==> src/rtl/prog_counter_tick.sv <==
// Programmable up/down/bounce/hold counter stepped by an in-domain prescaler tick.
// Counts, tick and terminal-count pulses are all registered for direct LED/ILA use.
module prog_counter_tick #(
  parameter int WIDTH   = 8,
  parameter int DIV     = 5000000,
  parameter int MOD_MAX = 255
) (
  input  logic             clk_in,
  input  logic             reset,
  input  logic             en,
  input  logic [1:0]       mode,
  input  logic             load,
  input  logic [WIDTH-1:0] load_val,
  output logic [WIDTH-1:0] count,
  output logic             tick,
  output logic             tc,
  output logic             dir
);

  localparam int DW = (DIV > 1) ? $clog2(DIV) : 1;
  localparam logic [DW-1:0]    LAST = DW'(DIV - 1);
  localparam logic [WIDTH-1:0] TOP  = WIDTH'(MOD_MAX);
  localparam logic [WIDTH-1:0] ONE  = WIDTH'(1);

  typedef enum logic [1:0] {
    UP     = 2'b00,
    DOWN   = 2'b01,
    BOUNCE = 2'b10,
    HOLD   = 2'b11
  } mode_t;

  logic [DW-1:0]    div_cnt;
  logic             step;
  logic [WIDTH-1:0] clamp;
  logic [WIDTH-1:0] nxt_cnt;
  logic             nxt_dir;
  logic             nxt_tc;

  // A step happens on the prescaler wrap edge only.
  assign step  = en && (div_cnt == LAST);
  assign clamp = (load_val > TOP) ? TOP : load_val;

  // Prescaler: free-runs while enabled, tick marks its wrap.
  always_ff @(posedge clk_in or posedge reset) begin
    if (reset) begin
      div_cnt <= '0;
      tick    <= 1'b0;
    end else if (en) begin
      if (step) begin
        div_cnt <= '0;
        tick    <= 1'b1;
      end else begin
        div_cnt <= div_cnt + DW'(1);
        tick    <= 1'b0;
      end
    end else begin
      tick <= 1'b0;
    end
  end

  // Next count/direction/terminal flag for a step in the current mode.
  always_comb begin
    nxt_cnt = count;
    nxt_dir = dir;
    nxt_tc  = 1'b0;
    unique case (mode_t'(mode))
      UP: begin
        nxt_dir = 1'b1;
        if (count == TOP) begin
          nxt_cnt = '0;
          nxt_tc  = 1'b1;
        end else begin
          nxt_cnt = count + ONE;
        end
      end
      DOWN: begin
        nxt_dir = 1'b0;
        if (count == '0) begin
          nxt_cnt = TOP;
          nxt_tc  = 1'b1;
        end else begin
          nxt_cnt = count - ONE;
        end
      end
      BOUNCE: begin
        if (dir) begin
          if (count == TOP) begin
            nxt_cnt = TOP - ONE;
            nxt_dir = 1'b0;
            nxt_tc  = 1'b1;
          end else begin
            nxt_cnt = count + ONE;
          end
        end else begin
          if (count == '0) begin
            nxt_cnt = ONE;
            nxt_dir = 1'b1;
            nxt_tc  = 1'b1;
          end else begin
            nxt_cnt = count - ONE;
          end
        end
      end
      HOLD: begin
        nxt_cnt = count;
      end
      default: begin
        nxt_cnt = count;
      end
    endcase
  end

  // Count state: load beats stepping; tc only on a terminal step.
  always_ff @(posedge clk_in or posedge reset) begin
    if (reset) begin
      count <= '0;
      dir   <= 1'b1;
      tc    <= 1'b0;
    end else if (load) begin
      count <= clamp;
      tc    <= 1'b0;
    end else if (step) begin
      count <= nxt_cnt;
      dir   <= nxt_dir;
      tc    <= nxt_tc;
    end else begin
      tc <= 1'b0;
    end
  end

endmodule
==> config.mk <==
export PLATFORM = sky130hd
export DESIGN_NAME = prog_counter_tick
export DESIGN_NICKNAME = d
export VERILOG_FILES = /design/src/rtl/prog_counter_tick.sv
export SDC_FILE = /design/constraint.sdc
export NUM_CORES = 1
export LEC_CHECK = 0
export BUFFER_PORTS_ARGS = -buffer_cell sky130_fd_sc_hd__buf_2
export CAP_MARGIN = 20
export CORE_ASPECT_RATIO = 1.25
export CORE_MARGIN = 2
export CORE_UTILIZATION = 51
export DETAILED_ROUTE_END_ITERATION = 6
export GPL_ROUTABILITY_DRIVEN = 0
export PLACE_DENSITY = 0.82
export SYNTH_ARGS = -nofsm -noshare
export SYNTH_HDL_FRONTEND = slang
export SYNTH_SLANG_ARGS = --single-unit
==> constraint.sdc <==
create_clock -name clk_in -period 2.9 [get_ports clk_in]
set_clock_uncertainty 0.15 [all_clocks]
set_input_delay 0.58 -clock clk_in [delete_from_list [all_inputs] [get_ports clk_in]]
set_output_delay 0.58 -clock clk_in [all_outputs]
set_load 0.1 [all_outputs]
==> Yosys cells after proc, flatten, opt, wreduce, memory -nomap -nowiden <==
Index checks and enable logic that the tools add are counted.
{ "totals": {"n_memories": 0, "register_bits": 34, "in_bits": 14, "ramBits": 0, "out_inout_bits": 11, "latchBits": 0, "elab_cells": 44, "romBits": 0} }
{ "classes": {"reduce_logical": 7, "n_mul": 0, "magnitude_cmp": 1, "muxes": 21, "n_bitwise": 1, "shifts": 0, "n_div": 0, "n_eq_ne": 6, "n_addsub": 3} }
{ "ops": {"columns": ["cell", "n"], "rows": [
  ["8-bit 2-to-1 mux", 8],
  ["8-bit case mux with 3 select lines", 1],
  ["23-bit by 1-bit adder with 23-bit output, second input constant", 1],
  ["23-bit == test, second input constant", 1],
  ["23-bit 2-to-1 mux", 1],
  ["1-bit 2-to-1 mux", 9],
  ["8-bit by 1-bit adder with 8-bit output, second input constant", 1],
  ["8-bit == test, second input constant", 1],
  ["8-bit > comparator, second input constant", 1],
  ["8-bit zero test", 1],
  ["8-bit by 1-bit subtractor with 8-bit output, second input constant", 1],
  ["1-bit case mux with 3 select lines", 2],
  ["2-bit == test, second input constant", 2],
  ["3-bit AND reduction", 1],
  ["3-bit nonzero test", 1],
  ["2-bit by 1-bit == test with 1-bit output, second input constant", 1],
  ["2-bit zero test", 1],
  ["2-bit != test, second input constant", 1],
  ["2-bit AND reduction", 1],
  ["2-bit nonzero test", 1],
  ["1-bit logical AND", 1],
  ["1-bit NOT", 1]
]} }

==> Logic depth before layout (Yosys ltp) <==
{ "logic_depth": {"depth_word": 6, "mapped_depth": 8, "depth_no_buf": 7} }

==> Worst setup path before layout <==
No wires, ideal clock.
{ "synth_timing": {"path_type": "flip-flop to flip-flop", "from": "register count[1]", "to": "register count[6]", "stages_incl_launch_ff": 8, "setup_ns": 0.095, "setup_slack_ns": 0.158, "t_required_ns": 2.655, "synth_period_minus_slack_ns": 2.742, "t_arrival_ns": 2.497, "path_buffers": 1, "cell_sequence": "dfrtp_1 -> ha_1 -> and4_1 -> clkbuf_1 -> nand2_1 -> mux2i_1 -> o221a_2 -> o31ai_1"} }
{ "synth_between": {"elab_chain_cells": 6, "word_cells_on_any_way": 12, "cone_classes": "2 x add/sub; 1 x eq/ne; 8 x mux; 1 x reduce/logical"} }
{ "synth_rtl": {"columns": ["element", "line_no", "rtl"], "rows": [
  ["start, declared", "14", "output logic [WIDTH-1:0] count,"],
  ["start signal, assigned", "120", "count <= clamp;"],
  ["start signal, assigned", "123", "count <= nxt_cnt;"],
  ["8-bit by 1-bit subtractor with 8-bit output (tied with other cells)", "82, 100", null],
  ["8-bit 2-to-1 mux, on equally long branches", "95, 87", null],
  ["8-bit 2-to-1 mux", "86", "if (dir) begin"],
  ["8-bit case mux with 3 select lines *", "66", "unique case (mode_t'(mode))"],
  ["8-bit 2-to-1 mux *", "122", "end else if (step) begin"],
  ["8-bit 2-to-1 mux *", "119", "end else if (load) begin"]
]} }
Every way passes the cells marked *; elsewhere a longest branch is shown, timed or not. The select of a mux whose other input is x is not followed.
A chain may end at the register's enable or synchronous reset.

==> Worst setup path after layout <==
{ "layout_timing": {"from": "register div_cnt[10]", "to": "register count[5]"} }
{ "layout_between": {"elab_chain_cells": 4} }
{ "layout_rtl": {"columns": ["element", "line_no", "rtl"], "rows": [
  ["start, declared", "32", "logic [DW-1:0] div_cnt;"],
  ["start signal, assigned", "53", "div_cnt <= div_cnt + DW'(1);"],
  ["23-bit == test", "40", "assign step = en && (div_cnt == LAST);"],
  ["1-bit logical AND", "40", null],
  ["2-bit nonzero test (no line)", null, null],
  ["2-bit AND reduction (no line)", null, null]
]} }
No other way between the ends.

==> flow_summary.json <==
{
  "ys_ff_latch": 34,
  "antenna_found_initial": 0,
  "final_common_cell": "dfrtp_1",
  "io_buffers": 24,
  "cp-startpoint": "div_cnt[10]",
  "num_rows": 27,
  "hp-class": "in2async",
  "yosys_warnings": 0,
  "synth.cell_area_mm2": 0.00236,
  "synthFlopType": "dfrtp_1",
  "routed_wl_mm": 5.61,
  "via_per_inst": 6.15,
  "slew_viol_final": 0,
  "worst-setup-path-type": "reg2reg",
  "hold_violations": 0,
  "initial_utilization_pct": 53.3,
  "dp_hpwl_mm": 3.91,
  "ir_drop_uv": 496,
  "final_antenna_net_count": 0,
  "clkSinkCount": 34,
  "power.leakage_nw": 1.12,
  "fillers": 409,
  "syn2layout_area_growth_pct": 11.1,
  "clock-root-buffer": "clkbuf_8",
  "via_count": 2184,
  "die_h_um": 80.1,
  "cts_resized": 0,
  "r2r_end": "count[5]",
  "min_period_over_period_pct": 86.6,
  "synth_enable_flop_cells": 0,
  "min_period_ns": 2.51,
  "synth_compound_area_share_pct": 17.1,
  "postSynthCellCount": 275,
  "setup_viol_count_final": 0,
  "seqCellArea_um2": 852,
  "synthXorXnorAreaFrac_pct": 9.65,
  "grt_pass1_vias": 2172,
  "n_antenna_cell": 0,
  "ys_types": 56,
  "die_x_um": 64.8,
  "synthAdderAreaFrac_pct": 4.24,
  "rsz0062_at_grt": "false",
  "yosys.area.top_type_share_pct": 35.0,
  "relSlewSlack_pct": 62.3,
  "synthArstFlopShare_pct": 100,
  "cts_tree": "done",
  "tns_ns": 0,
  "drt_iter0_markers": 253,
  "worstPathRequired_ns": 2.90,
  "r2r-start": "div_cnt[10]",
  "arrival_ns": 2.52,
  "cts_made_buffers": 5,
  "p_per_area_mw_per_mm2": 488,
  "seq_area_frac_synth_pct": 36.1,
  "cts_setup_buffers": 0,
  "synth-simple-area-share_pct": 28.0,
  "r2r_setup_slack_ns": 0.39,
  "cts_max_path_buffers": 2,
  "final_nets": 318,
  "grt_max_degree": 35,
  "overflow": 0,
  "startpoint_type": "flip-flop",
  "grt_pass1_wl_mm": 9.69,
  "cts_max_level": 2,
  "fmax_ghz": 0.398,
  "dr.pass1.iters": 5,
  "cts_hold_buf": 0,
  "avgSynthCellArea_um2": 8.58,
  "wire_per_inst_um": 15.8,
  "cp_max_fo": 10,
  "critPathCapture": "count[5]",
  "syn_nets": 297,
  "core_area_mm2": 0.00443,
  "clk_latency_ns": 0.29,
  "synth_area_leader_cell": "dfrtp_1",
  "dieArea_mm2": 0.00519,
  "status": "finished, final reports clean",
  "synth_top_family_by_area": "simple AND/OR/NAND/NOR gates",
  "final_cell_mix": "33 x dfrtp_1, 24 x buf_2, 23 x nor2_1",
  "total_power_w": 0.00128,
  "worstSetupEndpointType": "flip-flop",
  "tightest_slew_ns": 0.565,
  "fin_util_pct": 59.2,
  "multi_input_area_mm2": 0.00140,
  "cap_violations": 0,
  "io_pins": 25,
  "drc": 0,
  "post_route_cells_drive_above_1_share_pct": 14.5,
  "grt_usage_pct": 23.7,
  "ff2ff_path_depth": 5,
  "ys_top_cells_by_area": "dfrtp_1 35%, xnor2_1 6.3%, ha_1 4.2%",
  "clk_pin_slew_ns": 0.07,
  "synth.area.mux_share_pct": 0.424
}
==> worst min-delay path by stage <==
stage | startpoint | to | slack (ns) | cells after the start
detailed placement | div_cnt[12] | div_cnt[12] | 0.33 | 1
floorplan | div_cnt[2] | div_cnt[2] | 0.31 | 1
global placement | div_cnt[12] | div_cnt[12] | 0.33 | 1
global route | reset | count[6] | 0.29 | 3
CTS | reset | count[6] | 0.23 | 3
finish | reset | count[6] | 0.22 | 3
==> where the power goes <==
part	switching, W	internal, W	leakage [nW]
Clock	0.000173	0.000192	0.0482
Combinational	0.000209	0.000109	0.633
Sequential	0.0000721	0.000525	0.436
==> routing by layer <==
layer	share of wire, %	track usage [%]
met5	0	0
met4	3.9	14.0
met3	4.5	3.78
met2	52	40.9
met1	40	27.5
==> sequential cells by signal (all words and copies together), names as in the netlist <==
register / flops
dir: 1
tc: 1
tick: 1
div_cnt: 23
count: 8
==> cells in the mapped netlist (all sizes together), types with 2 or more instances <==
cell	count
nor2b	7
xor2	9
or3b	2
a31oi	6
a21oi	17
a22oi	4
dfrtp	33
nor2	23
o41ai	2
nor4	5
o2111ai	2
nor4b	2
nand3	12
ha	8
nand2	21
clkbuf	12
nand4	8
or3	4
or4	7
o31ai	2
or2	2
inv	14
nand2b	4
a211oi	2
nor3	7
o211ai	2
and4	4
and3	3
nor3b	2
o21ai	10
and2	2
xnor2	17
buf	2
==> logic make-up (layout without fill, tap and decap cells) <==
logic type / after synthesis / after routing
buffers and inverters: 28 / 50
XOR/XNOR: 26 / 26
flip-flops: 34 / 34
multiplexers: 1 / 1
AO/OA/AOI/OAI: 61 / 61
adder cells (fa/ha/maj): 8 / 8
AND/OR/NAND/NOR: 117 / 117
==> cell type report <==
type                            instances  share of cell area (%)
Clock inverter                          1                   0.191
Clock buffer                            7                    3.29
Multi-Input combinational cell        213                    53.5
Sequential cell                        34                    32.5
Inverter                               14                    2.00
Tap cell                               58                    2.77
Timing Repair Buffer                   28                    5.73
==> per-stage QoR <==
stage,worst slack [ns],instances,cell area (um^2),hold slack [ns]
2_1_floorplan,0.158,275,2360,0.309
3_3_place_gp,0.389,347,2530,0.331
3_5_place_dp,0.332,347,2530,0.334
4_1_cts,0.425,355,2620,0.231
5_1_grt,0.279,355,2620,0.287
6_report,0.389,355,2620,0.225
==> worst max-delay path, cell delays in order (launching register included) <==
cell	delay, ns
dfrtp_1	0.44
nor4b_2	0.31
nand4_1	0.21
or4_1	0.73
a2111oi_0	0.45
a211oi_1	0.11
No activity file was read; power rests on OpenSTA's default activity.
